==> config.mk <==
export PLATFORM = sky130hd
export DESIGN_NAME = updown_counter_param
export DESIGN_NICKNAME = d
export VERILOG_FILES = /design/src/rtl/updown_counter_param.sv
export SDC_FILE = /design/constraint.sdc
export NUM_CORES = 1
export LEC_CHECK = 0
export CAP_MARGIN = 25
export CORE_MARGIN = 3
export CORE_UTILIZATION = 40
export CTS_CLUSTER_DIAMETER = 40
export CTS_CLUSTER_SIZE = 25
export DETAILED_ROUTE_END_ITERATION = 16
export PLACE_DENSITY = 0.69
export SLEW_MARGIN = 5
export SYNTH_ARGS = -nofsm -noshare
export SYNTH_HDL_FRONTEND = slang
export SYNTH_SLANG_ARGS = --single-unit
==> constraint.sdc <==
create_clock -name clk -period 2.7 [get_ports clk]
set_input_delay 0.54 -clock clk [delete_from_list [all_inputs] [get_ports clk]]
set_output_delay 0.54 -clock clk [all_outputs]
set_load 0.02 [all_outputs]
==> src/rtl/updown_counter_param.sv <==
// Parametrised up/down event/timebase counter with a terminal value, an enable prescaler,
// parallel load, synchronous clear, wrap or saturate at the limits, and status flags.
module updown_counter_param #(
    parameter int          WIDTH    = 8,
    parameter int unsigned MAX_VAL  = (2 ** WIDTH) - 1,
    parameter int          SATURATE = 0,
    parameter int          PRESCALE = 1
) (
    input  logic             clk,
    input  logic             reset_n,
    input  logic             sync_clr,
    input  logic             enable,
    input  logic             up_dn,
    input  logic             load,
    input  logic [WIDTH-1:0] load_val,
    output logic [WIDTH-1:0] count,
    output logic             wrap,
    output logic             at_max,
    output logic             at_zero
);

    localparam int               PW         = (PRESCALE > 1) ? $clog2(PRESCALE) : 1;
    localparam logic [WIDTH-1:0] C_MAX      = MAX_VAL[WIDTH-1:0];
    localparam logic [PW-1:0]    C_PS_LAST  = PW'(PRESCALE - 1);
    localparam logic [WIDTH-1:0] C_CNT_ONE  = WIDTH'(1);
    localparam logic [PW-1:0]    C_PS_ONE   = PW'(1);

    logic [WIDTH-1:0] r_count;
    logic [PW-1:0]    r_ps;
    logic             r_wrap;

    logic             w_step;
    logic [PW-1:0]    w_ps_next;
    logic [WIDTH-1:0] w_count_step;
    logic             w_wrap_step;
    logic [WIDTH-1:0] w_load_clamped;

    // The step value is computed every cycle; it only matters on edges where w_step fires.
    always_comb begin
        w_step       = enable && (r_ps == C_PS_LAST);
        w_ps_next    = w_step ? '0 : (r_ps + C_PS_ONE);
        w_count_step = r_count;
        w_wrap_step  = 1'b0;
        if (up_dn) begin
            if (r_count == C_MAX) begin
                if (SATURATE == 0) begin
                    w_count_step = '0;
                    w_wrap_step  = 1'b1;
                end
            end else begin
                w_count_step = r_count + C_CNT_ONE;
            end
        end else begin
            if (r_count == '0) begin
                if (SATURATE == 0) begin
                    w_count_step = C_MAX;
                    w_wrap_step  = 1'b1;
                end
            end else begin
                w_count_step = r_count - C_CNT_ONE;
            end
        end
    end

    assign w_load_clamped = (load_val > C_MAX) ? C_MAX : load_val;

    // Priority: clear, then load, then enabled prescale/step; wrap defaults low every edge.
    always_ff @(posedge clk or negedge reset_n) begin
        if (!reset_n) begin
            r_count <= '0;
            r_ps    <= '0;
            r_wrap  <= 1'b0;
        end else begin
            r_wrap <= 1'b0;
            if (sync_clr) begin
                r_count <= '0;
                r_ps    <= '0;
            end else if (load) begin
                r_count <= w_load_clamped;
                r_ps    <= '0;
            end else if (enable) begin
                r_ps <= w_ps_next;
                if (w_step) begin
                    r_count <= w_count_step;
                    r_wrap  <= w_wrap_step;
                end
            end
        end
    end

    assign count   = r_count;
    assign wrap    = r_wrap;
    assign at_max  = (r_count == C_MAX);
    assign at_zero = (r_count == '0);

endmodule

==> results of run 1 <==
-- metal layers --
layer / global-route usage [%] / vias up / part of all wire [%]
met5: 0 / - / 0
met4: 4.26 / 0 / 0.88
met3: 3.60 / 2 / 6.6
met2: 35.3 / 33 / 45
met1: 29.2 / 470 / 48
li1: - / 490 / -
-- power by group through the flow --
stage | Combinational, mW | Clock [mW] | Sequential, mW
after floorplan | 0.104 | 0 | 0.183
after global placement | 0.200 | 0 | 0.168
after detailed placement | 0.199 | 0 | 0.169
after CTS | 0.200 | 0.108 | 0.166
after global routing | 0.219 | 0.119 | 0.167
final | 0.201 | 0.107 | 0.166
-- logic make-up (layout without fill, tap and decap cells) --
group,after synthesis,in the layout,synth area share [%]
and+or+nand+nor,46,46,30.1
AOI/OAI and AO/OA,36,36,26.2
buffers and inverters,18,47,8.58
DFF,10,10,27.2
xor gates and xnor gates,4,4,3.82
adders and majority gates,3,3,4.09
-- repair_timing --
item	CTS	global route
endpoints found under the setup margin	1	0
resized for setup	1	0
hold endpoints to repair	0	0
-- layout make-up --
| class | count | area (sq um) | area share (%) |
|---|---|---|---|
| Clock buffer | 3 | 22.5 | 1.79 |
| Tap cell | 27 | 33.8 | 2.69 |
| Multi-Input combinational cell | 89 | 589 | 47.0 |
| Sequential cell | 10 | 250 | 19.9 |
| Timing Repair Buffer | 36 | 329 | 26.2 |
| Inverter | 8 | 30.0 | 2.39 |
-- state kept, by name, summed over array words and instances (netlist names) --
| signal | count |
|---|---|
| r_ps | 1 |
| wrap | 1 |
| count | 8 |
-- worst max-delay path by stage --
| stage | from | end | slack, ns | cells past startpoint |
|---|---|---|---|---|
| 4_1_cts | count[0]$_DFFE_PN0P_ | at_zero | 0.17 | 5 |
| 5_1_grt | count[0]$_DFFE_PN0P_ | at_zero | 0.1 | 5 |
| 6_report | count[0]$_DFFE_PN0P_ | at_zero | 0.16 | 5 |
| 3_3_place_gp | count[0]$_DFFE_PN0P_ | at_zero | 0.28 | 5 |
| 3_5_place_dp | count[0]$_DFFE_PN0P_ | at_zero | 0.23 | 5 |
| 2_1_floorplan | count[0]$_DFFE_PN0P_ | at_zero | 0.47 | 5 |
-- cells in the final DEF (no fill, tap or decap), types with 3 or more instances in the layout --
master,n
clkdlybuf4s50_1,23
a21oi_1,12
buf_4,12
nor2_1,10
dfrtp_1,10
inv_1,8
nand2_1,5
nand4_1,4
o21ai_0,4
or3_1,3
nand2b_1,3
a31oi_1,3
nand3b_1,3
xor2_1,3
nor3_1,3
ha_1,3
clkbuf_4,3
-- per-stage QoR --
step	cells	total power [mW]
CTS	173	0.474
finish	173	0.473
floorplan	117	0.287
global placement	170	0.368
global route	173	0.505
detailed placement	170	0.367
==> impl_metrics.yaml, run 1 <==
run_status:
  outcome: "finished clean"
layout:
  antenna_cells: 0
  finalInstanceArea_sq_um: 1250
  drive_gt1_share_pct: 16.4
  fill_cells: 191
  layout.nets: 165
  synthToLayoutAreaGrowth_pct: 36.6
  post-route-util_pct: 60.9
timing:
  skew_ns: 0.00774
  slew_headroom_pct: 63.4
  period_share_pct: 94.2
  tns_ns: 0
  fin_crit_ns: 2.54
  tightest_slew_ns: 0.547
  fin_hold_ws_ns: 0.563
  setup_viol: 0
  rsz0062_at_grt: "false"
  setup_ws_ns: 0.157
  drv_slew: 0
  max_freq_mhz: 393
  finalHoldViolations: 0
setup_path:
  r2r-end: "count[4]$_DFFE_PN0P_"
  reg2reg_slack_ns: 0.80
  crit_buf_inv: 2
  critical_path.max_stage_delay_ns: 0.44
  cp-end-kind: "output pin"
  crit_required_ns: 2.16
  cpLargestDelayFamily: "simple AND/OR/NAND/NOR gates"
  cpMaxStageDelayCell: "or3b_1"
  crit_fanout: 5
  worstSetupPathType: "reg2out"
  path_cells: "inv_1 -> ha_1 -> or3b_1 -> nor2_1 -> dlygate4sd2_1"
  arrival_ns: 2.00
  r2r_start: "count[0]$_DFFE_PN0P_"
  startpoint_type: "flip-flop"
  rr_worst_depth: 6
clock_tree:
  htree_levels: 1
  cts.sinks: 10
  hold_buffers: 0
  clk_pin_slew_worst_paths_ns: 0.07
  cts_tree: "yes"
  cts_max_path_buffers: 2
  clkLatencyLatePin_ns: 0.27
  root_buffer: "clkbuf_4"
  cts_made_buffers: 3
  cts_setup_buffers: 0
logic_synthesis:
  synth_commonest_cells: "12 x a21oi_1, 10 x dfrtp_1, 10 x nor2_1, 8 x clkbuf_1, 8 x inv_1"
  synth_most_common_cell: "a21oi_1"
  syn_area_per_cell_sq_um: 7.85
  synth-seq-cells: 10
  synth_ff_type: "dfrtp_1"
  synthArstFlopShare_pct: 100
  yosysWarnings: 0
  ys_types: 41
  synth_area_sq_um: 918
  postSynthCellCount: 117
  syn_nets: 134
  synth_top_cells_by_area: "dfrtp_1 27%, a21oi_1 6.5%, ha_1 4.1%"
  synth_edf_count: 0
  yosysSeqAreaShare_pct: 27.2
  synth_top_area_share_pct: 27.2
  synth_top_area_cell: "dfrtp_1"
drt:
  first_pass_iters: 4
  drc: 0
  vias: 995
  drtIter0Drc: 13
  routed_wl_mm: 2.72
  detail-route-antenna-nets: 0
  wl_per_cell_microns: 15.7
  drt-vias-per-instance: 5.75
power_and_ir_drop:
  p_leak_nw: 0.530
  p_sw_uw: 169
  power_frac_seq_pct: 35.1
  p_per_area_nw_per_um2: 377
  p_comb_share_pct: 42.4
  ir_drop_uv: 278
  intPower_uw: 305
  clkPwrFrac_pct: 22.6
  swShare_pct: 35.7
place:
  hpwl_mm: 1.97
  post-place-ws_ns: 0.230
  gp_congestion: 0.891
  place.port_buffers: 24
  placed_cell_area_sq_um: 1230
floorplanning:
  die_h_microns: 53.9
  floorplan.rows: 16
  initial_core_util_pct: 44.5
  die_area_sq_um: 2910
  io_pins: 25
  core_area_sq_um: 2060
  die_x_microns: 53.9
hold_path:
  whs_endpoint: "r_ps$_DFFE_PN0P_"
  hold_class: "reg2reg"
  hold_path.startpoint: "r_ps$_DFFE_PN0P_"
  min_delay_path_depth: 1
global_route:
  grt_pass1_vias: 953
  antenna_found_initial: 0
  grt_pass1_wl_mm: 4.47
  track_usage_pct: 21.4
  grt_max_degree: 18
  gr-total-overflow: 0
run:
  cap_violations: 0
Note: power is estimated with default switching activity, not from simulation.
==> run 2, diff against run 1 <==
clock period = 2.9 ns   (was 2.7 ns; I/O delays follow)
==> run 2 against run 1 <==
Combinational power shrank 13%. Cell count shrank 1.7%. Critical path depth shrank 1.
==> impl_metrics.yaml, run 2 (same netlist as run 1, synthesis figures left out) <==
global_route:
  use_met1_pct: 27.7
  gr-total-overflow: 0
  track_usage_pct: 20.9
  grt_use_met3_pct: 6.09
  grt_pass1_vias: 907
  antenna_found_initial: 0
  grt_max_degree: 19
  grt_use_met2_pct: 33.1
  grt_pass1_wl_mm: 4.38
  grt-busiest-layer: "met2"
setup_path:
  worstSetupPathType: "reg2out"
  crit_required_ns: 2.32
  reg2reg_slack_ns: 1.03
  r2r_start: "count[0]$_DFFE_PN0P_"
  cp-end-kind: "output pin"
  rr_worst_depth: 6
  crit_fanout: 14
  arrival_ns: 1.95
  startpoint_type: "flip-flop"
  r2r-end: "count[0]$_DFFE_PN0P_"
layout:
  seqCellArea_sq_um: 250
  layout.nets: 161
  final_common_cell: "clkdlybuf4s50_1"
  drive_gt1_share_pct: 14.7
  final_cell_mix: "23 x clkdlybuf4s50_1, 12 x a21oi_1, 10 x nor2_1, 10 x dfrtp_1"
  fill_cells: 191
  largest_reg_flops: 8
  antenna_cells: 0
  synthToLayoutAreaGrowth_pct: 35.3
  multi_input_comb_area_sq_um: 589
hold_path:
  hold_path.startpoint: "r_ps$_DFFE_PN0P_"
  min_delay_path_depth: 1
  hold_class: "reg2reg"
  whs_endpoint: "r_ps$_DFFE_PN0P_"
clock_tree:
  cts_tree: "yes"
  cts.sinks: 10
  cts_setup_buffers: 0
  clkLatencyLatePin_ns: 0.28
  htree_levels: 1
  root_buffer: "clkbuf_4"
  cts_made_buffers: 3
  clk_pin_slew_worst_paths_ns: 0.07
  cts_max_path_buffers: 2
drt:
  drc: 0
  detail-route-antenna-nets: 0
  drt-vias-per-instance: 6.12
  drtIter0Drc: 35
  vias: 1040
  routed_wl_mm: 2.67
  wl_per_cell_microns: 15.7
  first_pass_iters: 5
power_and_ir_drop:
  ir_drop_uv: 354
  p_per_area_nw_per_um2: 376
  p_leak_nw: 0.529
  finalPower_uw: 467
timing:
  fin_crit_ns: 2.53
  skew_ns: 0.00411
  setup_ws_ns: 0.370
  drv_slew: 0
  period_share_pct: 87.3
  max_freq_mhz: 395
  finalHoldViolations: 0
  tns_ns: 0
  setup_viol: 0
  rsz0062_at_grt: "false"
  tightest_slew_ns: 0.506
  slew_headroom_pct: 66.2
run:
  cap_violations: 0
floorplanning:
  floorplan.rows: 16
  die_h_microns: 53.9
  die_area_sq_um: 2910
  core_area_sq_um: 2060
  io_pins: 25
  die_x_microns: 53.9
  initial_core_util_pct: 44.5
place:
  place.port_buffers: 24
  hpwl_mm: 1.92
  post-place-ws_ns: 0.387
  gp_congestion: 0.967
run_status:
  outcome: "finished clean"
run 2: worst max-delay path, cell delays in order, from the launching register on:
cell             delay [ns]
dfrtp_1                0.58
and4_2                 0.31
nand4_1                0.12
inv_1                  0.07
clkdlybuf4s50_1        0.59
run 2: worst max path at each step:
stage	from	endpoint	slack (ns)	depth (start not counted)
final	count[2]$_DFFE_PN0P_	at_max	0.37	4
after global placement	count[0]$_DFFE_PN0P_	at_zero	0.45	5
after floorplan	count[0]$_DFFE_PN0P_	at_zero	0.63	5
after detailed placement	count[0]$_DFFE_PN0P_	at_zero	0.39	5
after global routing	count[2]$_DFFE_PN0P_	at_max	0.25	4
after CTS	count[0]$_DFFE_PN0P_	at_zero	0.07	5
run 2: through the flow:
stage                     hold slack (ns)  utilization [%]  instance area (sq um)  cells
final                               0.567             60.3                   1240    170
after global routing                0.582             60.3                   1240    170
after detailed placement            0.556             58.4                   1200    166
after floorplan                     0.284                -                    918    117
after CTS                           0.567             60.1                   1240    170
after global placement              0.546             58.4                   1200    166
run 2: final cells by class:
type,instances,share of cell area (%)
clock buffers,4,2.92
inverters,8,2.42
multi-input cells,89,47.4
flip-flops and latches,10,20.1
well taps,27,2.72
repair buffers,32,24.4
run 2: metal layers:
metal,vias to the layer above,share of wire [%]
li1,488,-
met1,479,43
met2,68,46
met3,5,9.9
met4,0,0.79
met5,-,0
run 2: report_power, final:
part / total, mW / internal (mW) / switching (mW)
combinational: 0.175 / 0.0838 / 0.0910
clock: 0.132 / 0.0764 / 0.0552
sequential: 0.161 / 0.148 / 0.0132
run 2: timing repair:
action / 4_1_cts / 5_1_grt
resized for setup: 0 / 1
hold buffers: 0 / 0
setup endpoints to repair: 0 / 1
